===== config.mk =====
export PLATFORM = sky130hd
export DESIGN_NAME = alu_acc_ctrl
export DESIGN_NICKNAME = d
export VERILOG_FILES = /design/src/rtl/alu_acc_ctrl.sv
export SDC_FILE = /design/constraint.sdc
export NUM_CORES = 1
export LEC_CHECK = 0
export ABC_AREA = 1
export CAP_MARGIN = 20
export CORE_ASPECT_RATIO = 1.25
export CORE_UTILIZATION = 37
export DETAILED_ROUTE_END_ITERATION = 8
export PLACE_DENSITY_LB_ADDON = 0.15
export SYNTH_ARGS = -nofsm -noshare
export SYNTH_HDL_FRONTEND = slang
export SYNTH_SLANG_ARGS = --single-unit
export TNS_END_PERCENT = 50

===== constraint.sdc =====
create_clock -name clk -period 1.05 [get_ports clk]
set_clock_uncertainty 0.05 [all_clocks]
set_input_delay 0.105 -clock clk [delete_from_list [all_inputs] [get_ports clk]]
set_output_delay 0.105 -clock clk [all_outputs]
set_load 0.01 [all_outputs]

===== src/rtl/alu_acc_ctrl.sv =====
// alu_acc_ctrl: sequences one ADD/SUB/ACC/CLR request through an external
// 8-bit ripple-carry adder, registers result, flags and accumulator.
module alu_acc_ctrl (
    input  logic       clk,
    input  logic       rst,
    input  logic       in_valid,
    output logic       in_ready,
    input  logic [1:0] op,
    input  logic [7:0] opA,
    input  logic [7:0] opB,
    output logic [7:0] rca_A,
    output logic [7:0] rca_B,
    output logic       rca_Cin,
    input  logic [7:0] rca_Sum,
    input  logic       rca_Cout,
    output logic       out_valid,
    input  logic       out_ready,
    output logic [7:0] result,
    output logic       flag_c,
    output logic       flag_z,
    output logic       flag_n,
    output logic       flag_v,
    output logic [7:0] acc
);

    typedef enum logic [1:0] {
        IDLE = 2'b00,
        EXEC = 2'b01,
        HOLD = 2'b10
    } state_t;

    typedef enum logic [1:0] {
        OP_ADD = 2'b00,
        OP_SUB = 2'b01,
        OP_ACC = 2'b10,
        OP_CLR = 2'b11
    } op_t;

    state_t     state;
    state_t     state_n;
    op_t        op_q;
    logic [7:0] a_q;
    logic [7:0] b_q;
    logic       capture;
    logic       commit;
    logic       ovf;

    // State register; reset forces IDLE without waiting for a clock
    always_ff @(posedge clk or posedge rst) begin
        if (rst) begin
            state <= IDLE;
        end else begin
            state <= state_n;
        end
    end

    // Next state and handshake outputs; unused encoding falls back to IDLE
    always_comb begin
        state_n   = IDLE;
        in_ready  = 1'b0;
        out_valid = 1'b0;
        capture   = 1'b0;
        commit    = 1'b0;
        case (state)
            IDLE: begin
                in_ready = ~rst;
                if (in_valid) begin
                    capture = 1'b1;
                    state_n = EXEC;
                end else begin
                    state_n = IDLE;
                end
            end
            EXEC: begin
                commit  = 1'b1;
                state_n = HOLD;
            end
            HOLD: begin
                out_valid = 1'b1;
                state_n   = out_ready ? IDLE : HOLD;
            end
            default: state_n = IDLE;
        endcase
    end

    // Request capture; the adder is fed only from these registers
    always_ff @(posedge clk or posedge rst) begin
        if (rst) begin
            op_q <= OP_ADD;
            a_q  <= 8'h00;
            b_q  <= 8'h00;
        end else if (capture) begin
            op_q <= op_t'(op);
            a_q  <= opA;
            b_q  <= opB;
        end
    end

    // Adder operand selection from the captured request
    always_comb begin
        rca_A   = 8'h00;
        rca_B   = 8'h00;
        rca_Cin = 1'b0;
        case (op_q)
            OP_ADD: begin
                rca_A = a_q;
                rca_B = b_q;
            end
            OP_SUB: begin
                rca_A   = a_q;
                rca_B   = b_q;
                rca_Cin = 1'b1;
            end
            OP_ACC: begin
                rca_A = acc;
                rca_B = b_q;
            end
            OP_CLR: begin
                rca_A = 8'h00;
                rca_B = 8'h00;
            end
            default: begin
                rca_A = 8'h00;
                rca_B = 8'h00;
            end
        endcase
    end

    // Signed overflow: operands agree in sign but the sum does not
    assign ovf = (rca_A[7] == (rca_B[7] ^ rca_Cin)) && (rca_Sum[7] != rca_A[7]);

    // Result, flags and accumulator update once the ripple has settled
    always_ff @(posedge clk or posedge rst) begin
        if (rst) begin
            result <= 8'h00;
            acc    <= 8'h00;
            flag_c <= 1'b0;
            flag_z <= 1'b0;
            flag_n <= 1'b0;
            flag_v <= 1'b0;
        end else if (commit) begin
            if (op_q == OP_CLR) begin
                result <= 8'h00;
                acc    <= 8'h00;
                flag_c <= 1'b0;
                flag_z <= 1'b1;
                flag_n <= 1'b0;
                flag_v <= 1'b0;
            end else begin
                result <= rca_Sum;
                acc    <= rca_Sum;
                flag_c <= rca_Cout;
                flag_z <= (rca_Sum == 8'h00);
                flag_n <= rca_Sum[7];
                flag_v <= ovf;
            end
        end
    end

endmodule


## Yosys cells after proc, flatten, opt, wreduce, memory -nomap -nowiden

Cells that the tools add are included.
Widths: inputs -> output; s select.

| word-level totals | value |
|---|---|
| bits in registers | 32 |
| bits of input ports | 31 |
| output and inout port bits | 39 |
| logic and storage cells | 40 |

| operators by class | value |
|---|---|
| equality and inequality tests | 7 |
| multiplexer cells | 16 |
| bitwise logic cells | 2 |
| reductions and logical operators | 6 |

Operator list:

| operator | count |
|---|---|
| $pmux 8 s3 | 1 |
| $pmux 8 s2 | 1 |
| $mux 1 | 11 |
| $logic_not 8->1 | 1 |
| $mux 8 | 1 |
| $eq 2x2->1 const B | 3 |
| $pmux 2 s3 | 1 |
| $eq 2x1->1 const B | 2 |
| $logic_not 2->1 | 2 |
| $reduce_or 3->1 | 1 |
| $mux 2 | 1 |
| $reduce_or 2->1 | 1 |
| $eq 1x1->1 | 1 |
| $logic_and 1x1->1 | 1 |
| $ne 1x1->1 | 1 |
| $not 1->1 | 1 |
| $xor 1x1->1 | 1 |

## Longest topological paths before layout

| logic depth | value |
|---|---|
| word-level depth | 7 |
| depth in mapped cells | 8 |
| mapped depth without buffers | 7 |

## Least setup slack after synthesis

OpenSTA, ideal clock, no wires.

| timing | value |
|---|---|
| path type | reg-to-reg |
| start | register op_q[1] |
| end | register flag_v |
| library setup time | 0.117 ns |
| arrival | 0.925 ns |
| data required time | 0.883 ns |
| slack | -0.043 ns |
| stages on the path, launching flop included | 8 |
| path buffers | 1 |
| period minus slack after synthesis | 1.093 ns |
| cell sequence | dfrtp_1 -> buf_6 -> inv_2 -> nand2_1 -> a21boi_0 -> nand2_1 -> nand3_1 -> nand2_1 |

| between the ends | value |
|---|---|
| longest elaborated chain between the ends | 7 |
| elaborated cells between the ends (all ways) | 14 |
| classes of those cells | eq/ne: 5; mux: 4; bitwise: 1; reduce/logical: 4 |

Ends and longest elaborated chain:

| element | line | source |
|---|---|---|
| from (decl) | 41 | `op_t op_q;` |
| from (signal assigned) | 93 | `op_q <= op_t'(op);` |
| $eq 2x2->1 (tied with other cells) | 104 | `case (op_q)` |
| $reduce_or 3->1 (no line) | - |  |
| $pmux 8 s2 | 104 |  |
| $xor 1x1->1 | 130 | `assign ovf = (rca_A[7] == (rca_B[7] ^ rca_Cin)) && (rca_Sum[7] != rca_A[7]);` |
| $eq 1x1->1 | 130 |  |
| $logic_and 1x1->1 | 130 |  |
| $mux 1 (*) | 142 | `if (op_q == OP_CLR) begin` |
| to (signal assigned) | 155 | `flag_v <= ovf;` |
| to (decl) | 22 | `output logic flag_v,` |

Mark *: on every way between the ends. The rest lies on a longest branch, timed or not.
A chain may end at the register's enable or synchronous reset.

## Final worst setup path

| timing | value |
|---|---|
| start | register op_q[1] |
| end | output port rca_A[3] |

| between the ends | value |
|---|---|
| longest elaborated chain between the ends | 3 |
| elaborated cells between the ends (all ways) | 6 |
| classes of those cells | eq/ne: 3; mux: 1; reduce/logical: 2 |

Ends and longest elaborated chain:

| element | line | source |
|---|---|---|
| $eq 2x1->1 or $logic_not 2->1 (tied branches) | 104 |  |
| $reduce_or 2->1 (no line) | - |  |
| $pmux 8 s3 (*) | 104 |  |
| to (decl) | 11 | `output logic [7:0] rca_A,` |

Marked as above.

==> summary.txt <==
Critical path
  • FF-to-FF Start: op_q[1]
  • CP max stage delay: 0.45 ns
  • Crit path cell chain: buf_6 > buf_6 > o22ai_1 > buf_2
  • Worst Setup Start Kind: flip-flop
  • Reg2reg path depth: 8
  • Most used cell, CP: buf_6
  • R2r setup slk: -0.22 ns
  • Critical Path AT: 1.29 ns
  • CP max FO: 4
  • Crit end category: output pin
  • Setup CP Type: reg2out
  • Slowest CP cell: dfrtp_2
  • Delay-heaviest family, CP: flip-flops
  • Worst reg2reg path endpoint: flag_v
  • WP data required: 0.89 ns
  • WP buf/inv: 3

Detailed routing
  • First-pass detailed-route iteration total: 3
  • Drt wl/cell: 13.7 microns
  • Total number of vias: 1,638
  • Post-route ant nets: 0
  • Drt via density: 4.51
  • Total Routed Length: 4.96 mm
  • Drt drc: 0
  • Initial DRC count: 44

Timing
  • Slew @ Worst Pin: 0.174 ns
  • Endpoints failing hold: 0
  • Shortest period the worst path allows: 1.45 ns
  • Maximum operating frequency: 691 MHz
  • Tcrit/Tclk final: 138%
  • Final worst slack: -0.398 ns
  • Final number of setup-violating endpoints: 66
  • RSZ-0062 raised after global routing: yes
  • Max-slew violations: 0
  • Max_slew headroom: 88.4%
  • Fin Hold WS: 0.275 ns

Layout
  • Layout cell share with drive strength beyond 1: 59.0%
  • Layout Utilization: 77.8%
  • Synthesis-to-layout area growth: 102%
  • Final Instance Count excl. Fillers: 363
  • # diodes: 0
  • Design Area, Final: 0.00319 sq mm
  • Nets: 337

GRT
  • Gr ovfl total: 0
  • Pin count of the biggest net entering global routing: 32
  • First-pass GRT wire length: 6.75 mm
  • Gr usage total: 20.8%
  • Initial antenna violation count: 0
  • Vias in the first global route: 1,497

Placement
  • I/O Buffers: 69
  • DPL Wire Length: 2.91 mm
  • Post-Place Cell Area: 0.00267 sq mm
  • Dpl cells: 343
  • Gp weighted congestion: 0.806

Run
  • Max-cap violations: 0

Floorplan
  • Core area: 0.00410 sq mm
  • Initial Utilization: 38.5%
  • Row Count: 26
  • Die ar.: 0.00453 sq mm
  • Die Width: 60.4 microns
  • Die height: 75.0 microns
  • IO Pins: 70

Pwr
  • Total Power: 10.1 mW
  • Cell leakage power: 1.62 nW
  • Peak VDD IR: 0.00157 V
  • Pwr/cell area: 3170 mW/mm^2

CTS
  • CTS Buf Count: 5
  • Worst-Skew Late Latency: 0.29 ns
  • H-tree levels: 2
  • CTS Buffer Depth: 2
  • Hold_buf cts: 0
  • Clock slew at reported path FFs: 0.07 ns
  • TritonCTS clock tree: yes
  • CTS root buf: clkbuf_8
  • Clk sinks: 31

Synth
  • Syn_area_per_cell: 8.91 sq um
  • Net Count, Synth: 208
  • Synth unique cells: 20
  • Sequential fraction of the synthesis area: 49.2%
  • FF+latch count, synth: 31
  • Post-Synthesis Cells: 177
  • Syn. warnings: 0
  • Synth Cell Area: 0.00158 sq mm

Status
  • Outcome: complete, but fails checks
  • Failing checks: setup timing

Worst hold path
  • HP Class: in2async
-- Yosys cell counts --
| library cell | instances | area [sq um] |
|---|---|---|
| a22o_2 | 1 | 10.0 |
| inv_2 | 2 | 7.51 |
| o21ai_0 | 1 | 5.00 |
| inv_1 | 37 | 139 |
| nor2_1 | 12 | 45.0 |
| nand3_1 | 4 | 20.0 |
| inv_6 | 1 | 8.76 |
| inv_4 | 1 | 6.26 |
| o21ai_2 | 18 | 158 |
| nand2_4 | 2 | 22.5 |
| o22ai_1 | 14 | 87.6 |
| buf_4 | 9 | 67.6 |
| o22ai_2 | 1 | 12.5 |
| dfrtp_1 | 31 | 776 |
| nand2_1 | 34 | 128 |
| a21boi_0 | 1 | 7.51 |
| nand3_2 | 1 | 10.0 |
| buf_6 | 5 | 56.3 |
| nand4_1 | 1 | 6.26 |
| nor3_1 | 1 | 5.00 |
-- final cells by class --
| type | count | area, sq um |
|---|---|---|
| multi-input combinational | 91 | 724 |
| clock inverter | 2 | 60.1 |
| inverter | 41 | 176 |
| fill | 291 | 908 |
| clock buffer | 6 | 72.6 |
| timing repair buffer | 136 | 1310 |
| sequential | 31 | 777 |
| tap | 56 | 70.1 |
-- worst min-delay path, cell delays in order --
cell and delay (ns):
clkdlybuf4s50_1 0.43, buf_4 0.14, inv_1 0.08, buf_12 0.21
-- what timing repair did --
action / CTS / global route
resized for setup: 197 / 57
setup endpoints to repair: 69 / 68
cloned: 0 / 5
pin swaps: 8 / 7
buffers inserted: 5 / 2
-- placed cells by master, fill, tap and decap left out, drive strengths merged --
cell type	Yosys	routed
nand4	1	1
bufinv	0	2
o22ai	15	15
o21ai	19	19
clkbuf	0	10
clkdlybuf4s15	0	1
clkdlybuf4s50	0	30
dfrtp	31	31
nand3	5	5
nor3	1	1
nand2	36	36
a21boi	1	1
inv	41	41
nor2	12	12
buf	14	101
a22o	1	1
-- how the worst max path moves through the flow --
stage                     endpoint  cells past startpoint     start
after detailed placement  rca_A[5]                      4   op_q[0]
after CTS                 rca_B[5]                      4   op_q[1]
after global placement    rca_B[7]                      4   op_q[1]
after floorplan             flag_z                      7  state[1]
final                     rca_A[3]                      4   op_q[1]
after global routing      rca_A[3]                      4   op_q[1]
-- layer usage --
metal / part of all wire, % / global-route usage (%) / vias to the layer above
met4: 2.4 / 12.1 / 0
li1: - / - / 804
met3: 4.6 / 6.01 / 11
met1: 39 / 24.0 / 769
met2: 54 / 33.9 / 54
met5: 0 / 0 / -
-- cell families after synthesis --
kind of cell | count (synthesis) | share of synthesized area (%)
simple gates | 55 | 15.0
buf+inv | 55 | 18.1
compound gates | 36 | 17.8
flops | 31 | 49.2
-- registers in the layout (all words and copies together) (netlist names) --
signal  cells
op_q        2
a_q         8
flag_v      1
flag_z      1
b_q         8
state       2
flag_c      1
result      8
-- stage by stage --
stage               TNS (ns)  setup WS [ns]
floorplan            -0.0327        -0.0148
finish                 -8.64         -0.398
detailed placement    -12.61         -0.459
global route          -11.56         -0.458
global placement      -11.99         -0.418
CTS                    -9.66         -0.358
-- power by group --
group	internal, mW	total (mW)	switching [mW]
combinational	3.70	6.62	2.92
sequential	1.76	2.07	0.309
clock	0.949	1.41	0.465
total	6.40	10.1	3.69
No activity file was read; power rests on OpenSTA's default activity.
